==> src/rtl/id_ex_stage.sv <==
// ID/EX pipeline register: captures one decoded instruction per handshake,
// forwards EX/MEM and MEM/WB results onto the held operands and drives the ALU inputs.
module id_ex_stage #(
   parameter int unsigned XLEN = 32
) (
   input  logic            clk,
   input  logic            rst_n,
   input  logic            in_valid,
   output logic            in_ready,
   input  logic [XLEN-1:0] in_pc,
   input  logic [XLEN-1:0] in_rs1_data,
   input  logic [XLEN-1:0] in_rs2_data,
   input  logic [XLEN-1:0] in_imm,
   input  logic [4:0]      in_rs1_addr,
   input  logic [4:0]      in_rs2_addr,
   input  logic [4:0]      in_rd_addr,
   input  logic            in_sel_a_pc,
   input  logic            in_sel_b_imm,
   input  logic [3:0]      in_alu_ctrl,
   input  logic            in_reg_write,
   input  logic            flush,
   input  logic            exm_reg_write,
   input  logic [4:0]      exm_rd,
   input  logic [XLEN-1:0] exm_data,
   input  logic            mwb_reg_write,
   input  logic [4:0]      mwb_rd,
   input  logic [XLEN-1:0] mwb_data,
   output logic            out_valid,
   input  logic            out_ready,
   output logic [XLEN-1:0] alu_a,
   output logic [XLEN-1:0] alu_b,
   output logic [3:0]      alu_ctrl,
   output logic [4:0]      rd_addr,
   output logic            reg_write,
   output logic [XLEN-1:0] rs2_fwd
);

   logic            valid_q;
   logic [XLEN-1:0] pc_q, rs1_data_q, rs2_data_q, imm_q;
   logic [4:0]      rs1_addr_q, rs2_addr_q, rd_q;
   logic            sel_a_pc_q, sel_b_imm_q, reg_write_q;
   logic [3:0]      alu_ctrl_q;
   logic [XLEN-1:0] fwd_rs1, fwd_rs2, b_pre;
   logic            accept, stall;

   assign in_ready = !valid_q || out_ready;
   assign accept   = in_valid && in_ready;
   assign stall    = valid_q && !out_ready && !flush;

   // EX/MEM is checked last so it overrides MEM/WB; x0 never forwards.
   always_comb begin
      fwd_rs1 = rs1_data_q;
      fwd_rs2 = rs2_data_q;
      if (mwb_reg_write && (mwb_rd != '0) && (mwb_rd == rs1_addr_q)) fwd_rs1 = mwb_data;
      if (exm_reg_write && (exm_rd != '0) && (exm_rd == rs1_addr_q)) fwd_rs1 = exm_data;
      if (mwb_reg_write && (mwb_rd != '0) && (mwb_rd == rs2_addr_q)) fwd_rs2 = mwb_data;
      if (exm_reg_write && (exm_rd != '0) && (exm_rd == rs2_addr_q)) fwd_rs2 = exm_data;
   end

   always_comb begin
      b_pre = sel_b_imm_q ? imm_q : fwd_rs2;
      alu_b = b_pre;
      if (alu_ctrl_q inside {4'd5, 4'd6, 4'd7})
         alu_b = {{(XLEN-5){1'b0}}, b_pre[4:0]};
   end

   assign alu_a     = sel_a_pc_q ? pc_q : fwd_rs1;
   assign alu_ctrl  = alu_ctrl_q;
   assign rd_addr   = rd_q;
   assign reg_write = reg_write_q;
   assign rs2_fwd   = fwd_rs2;
   assign out_valid = valid_q;

   always_ff @(posedge clk or negedge rst_n) begin
      if (!rst_n) begin
         valid_q     <= 1'b0;
         pc_q        <= '0;
         rs1_data_q  <= '0;
         rs2_data_q  <= '0;
         imm_q       <= '0;
         rs1_addr_q  <= '0;
         rs2_addr_q  <= '0;
         rd_q        <= '0;
         sel_a_pc_q  <= 1'b0;
         sel_b_imm_q <= 1'b0;
         reg_write_q <= 1'b0;
         alu_ctrl_q  <= '0;
      end else begin
         if (flush)
            valid_q <= 1'b0;
         else if (accept)
            valid_q <= 1'b1;
         else if (valid_q && out_ready)
            valid_q <= 1'b0;

         if (accept && !flush) begin
            pc_q        <= in_pc;
            rs1_data_q  <= in_rs1_data;
            rs2_data_q  <= in_rs2_data;
            imm_q       <= in_imm;
            rs1_addr_q  <= in_rs1_addr;
            rs2_addr_q  <= in_rs2_addr;
            rd_q        <= in_rd_addr;
            sel_a_pc_q  <= in_sel_a_pc;
            sel_b_imm_q <= in_sel_b_imm;
            reg_write_q <= in_reg_write;
            alu_ctrl_q  <= in_alu_ctrl;
         end else if (stall) begin
            // latch forwarded values so a producer retiring mid-stall is kept
            rs1_data_q <= fwd_rs1;
            rs2_data_q <= fwd_rs2;
         end
      end
   end

endmodule

==> config.mk <==
export PLATFORM = sky130hd
export DESIGN_NAME = id_ex_stage
export DESIGN_NICKNAME = d
export VERILOG_FILES = /design/src/rtl/id_ex_stage.sv
export SDC_FILE = /design/constraint.sdc
export NUM_CORES = 1
export LEC_CHECK = 0
export CAP_MARGIN = 20
export CORE_AREA = 3 3 210 109
export CTS_CLUSTER_SIZE = 24
export DETAILED_ROUTE_END_ITERATION = 7
export DIE_AREA = 0 0 213 112
export GPL_TIMING_DRIVEN = 0
export PLACE_DENSITY_LB_ADDON = 0.2
export SYNTH_ARGS = -nofsm -noshare
export SYNTH_HDL_FRONTEND = slang
export SYNTH_SLANG_ARGS = --single-unit
==> constraint.sdc <==
create_clock -name clk -period 5.05 [get_ports clk]
set_input_delay 0.7575 -clock clk [delete_from_list [all_inputs] [get_ports clk]]
set_output_delay 0.7575 -clock clk [all_outputs]
set_load 0.1 [all_outputs]
==> flow_metrics.tcl <==
set metrics [dict create \
    status "complete, no violations" \
    clk_pin_slew_ns 0.07 \
    row_count 38 \
    grt_max_degree 94 \
    crit_path_max_fanout 10 \
    final_max_slew_viol_count 0 \
    wl_per_cell_um 25.2 \
    tightest_slew_ns 1.03 \
    synth.net_count 1276 \
    ys.flop_type "dfrtp_1" \
    synth_xor_area_frac 0.0175 \
    required_ns 4.29 \
    grt_pass1_wl_um 63500 \
    peakVddDrop_mv 0.314 \
    ys_warn_count 0 \
    ys_top_cells_by_area "dfrtp_1 (40%), mux2_2 (6.8%), o21ai_0 (6.6%), nor2_1 (5.1%), a221oi_2 (4.7%)" \
    antenna_found_initial 2 \
    p_leak_nw 5.81 \
    cts.sinks 151 \
    hpwl_um 32300 \
    crit_chain "clkdlybuf4s50_1 > xnor2_1 > o2111ai_2 > or2_1 > buf_4 > nor3b_2 > buf_6 > a221o_1 > clkdlybuf4s15_2" \
    tritoncts "built" \
    reg2reg_to "pc_q[12]$_DFFE_PN0P_" \
    place_inst 1664 \
    layout.cells.non_filler 1699 \
    cp-end-kind "output port" \
    cts_root_buf "clkbuf_16" \
    ant_nets 0 \
    rrSetupSlack_ns 1.74 \
    worst-path-buf-inv 4 \
    worst_path_dominant_cell_family "buffers and inverters" \
    synth-compound-area-share 0.281 \
    io_buffer_count 338 \
    worst_hold_slack_ns 0.242 \
    path_class "primary input to output port" \
    worstSkewPairLatency_ns 0.44 \
    synth_edf_count 0 \
    gp_routability_congestion 0.924 \
    num-nets-final 1636 \
    syn2layout_area_growth_pct 45.2 \
    hold_path_class "primary input to async pin" \
    yosysUniqueCellTypes 48 \
    grt_pass1_vias 10655 \
    grt_setup_unrepaired "false" \
    dpl-instance-area_mm2 0.0133 \
    core_region_area_mm2 0.0213 \
    clk_path_buf_depth 2 \
    cts-htree-levels 4 \
    ios 339 \
    maxCapViolations 0 \
    synth_top_area_cell "dfrtp_1" \
    cts_buffers 17 \
    fin_crit_sh 0.987 \
    post-route-min-period_ns 4.98 \
    via_per_inst 6.33 \
    avgSynthCellArea_um2 9.10 \
    reg2regPathDepth 7 \
    ys_seq_area_frac 0.397 \
    chipHeight_um 112 \
    synth_area_mm2 0.00951 \
    max_freq_mhz 201 \
    synth_top_cell_area_share 0.397 \
    cellPowerDensity_mw_per_mm2 462 \
    hold_viol 0 \
    die_w_um 213 \
    synth_mux_area_frac 0.101 \
    max_stage_delay_ns 0.78 \
    synth_fa_ha_area_frac 0 \
    r2r_start "out_valid$_DFFE_PN0P_" \
    syn_inst 1045 \
    synth_top_family_by_area "compound AO/OA/AOI/OAI gates" \
    total_power_mw 6.37 \
    crit_slowest_cell "nor3b_2" \
    finalSetupViolCount 0 \
    grt-ovfl-total 0 \
    route.detailed.drc 0 \
    async_reset_ff_frac 1.00 \
    final_area_mm2 0.0138 \
    synthSimpleGateAreaFrac 0.144 \
    dr.pass1.iters 6 \
    vias 10753 \
    final.setup.tns_ns 0 \
    ys_ff_latch 151 \
    worst_slack_ns 0.0680 \
    post-place-ws_ns -0.493 \
    worst_setup_path_start_kind "primary input" \
    grt_usage 0.354 \
    drtIter0Drc 1344 \
    initial_utilization 0.445 \
    die_area_mm2 0.0239 \
    relSlewSlack 0.313 \
    finClkSkew_ns 0.00843 \
    utilization 0.646 \
    arrival_ns 4.22 \
    final_layout_size_suffix_gt1_frac 0.152 \
    drt_wl_total_um 42900 \
]
timing repair:
action	in CTS	in global routing
hold buffers	0	0
buffers inserted	0	2
resized for setup	143	68
setup endpoints to repair	77	67
hold endpoints to repair	0	0
pin swaps	1	1
flip-flops by register name, indices dropped and copies added (netlist names):
register     cells
sel_b_imm_q      1
rs2_data_q      32
rs1_data_q      32
out_valid        1
rs1_addr_q       5
rd_addr          5
rs2_addr_q       5
alu_ctrl         4
sel_a_pc_q       1
imm_q           32
pc_q            32
reg_write        1
Yosys cell counts, types with 8 or more instances:
cell and instances:
a22oi_1 27, nor3_1 39, inv_1 35, and3_1 28
o31ai_2 10, nand2_1 66, nor2_1 129, clkbuf_1 69
xor2_1 8, dfrtp_1 151, a221oi_2 30, mux2i_1 32
mux2_2 57, a21oi_1 27, xnor2_1 11, a22o_1 37
a221o_1 27, a31oi_1 32, o31ai_1 17, o21ai_0 125
nand3_1 34
cells by family (layout without fill, tap and decap cells):
kind of cell,after synthesis,in the layout
xor+xnor,19,19
mux,89,89
other cells,0,1
simple gates,308,308
compound gates,352,352
flops,151,151
buf+inv,126,499
worst max path at each step:
stage	start	end	slack (ns)	cells past startpoint
2_1_floorplan	mwb_rd[3]	alu_a[0]	0.06	5
3_3_place_gp	rst_n	imm_q[16]$_DFFE_PN0P_	-3.39	1
3_5_place_dp	exm_rd[1]	alu_b[26]	-0.49	8
4_1_cts	exm_rd[1]	alu_a[16]	0.002	8
5_1_grt	exm_rd[0]	alu_b[21]	0.002	9
6_report	exm_rd[0]	alu_b[26]	0.07	9
where the power goes:
| part | internal (mW) | total (mW) | switching (mW) |
|---|---|---|---|
| sequential | 1.43 | 1.55 | 0.124 |
| combinational | 0.903 | 3.52 | 2.62 |
| clock | 0.739 | 1.30 | 0.557 |
| total | 3.07 | 6.37 | 3.30 |
per-layer routing:
layer,vias up,global-route usage,wire length (um)
met5,-,0,27
met4,4,0.0952,878
met3,90,0.120,5790
met2,824,0.504,17800
met1,5243,0.512,18400
li1,4592,-,-
placed cells by master, fill, tap and decap left out, types with 16 or more instances in the layout:
cell type	count
clkdlybuf4s50_1	243
dfrtp_1	151
nor2_1	129
o21ai_0	125
clkbuf_1	69
nand2_1	66
mux2_2	57
nor3_1	39
a22o_1	37
inv_1	35
nand3_1	34
mux2i_1	32
a31oi_1	32
clkdlybuf4s15_2	32
a221oi_2	30
clkbuf_2	29
and3_1	28
a21oi_1	27
a221o_1	27
a22oi_1	27
dlygate4sd2_1	22
o31ai_1	17
clkbuf_16	17
dlymetal6s2s_1	16
worst reg2reg max path, cell delays in order, from the launching register on:
cell and delay [ns]:
dfrtp_1 0.39, nor2b_1 0.18, nor3b_1 0.39, clkbuf_1 0.64, clkbuf_1 0.75, clkbuf_1 0.58, nand2_1 0.18, o21ai_0 0.11
area by class of cell:
type | count | area [um2]
Clock buffer | 20 | 447
Antenna cell | 1 | 2.50
Sequential cell | 151 | 3780
Inverter | 36 | 135
Buffer | 90 | 430
Multi-Input combinational cell | 768 | 5170
Clock inverter | 12 | 128
Timing Repair Buffer | 341 | 3360
Fill cell | 1786 | 7550
Tap cell | 280 | 350
Note: power is estimated with default switching activity, not from simulation.
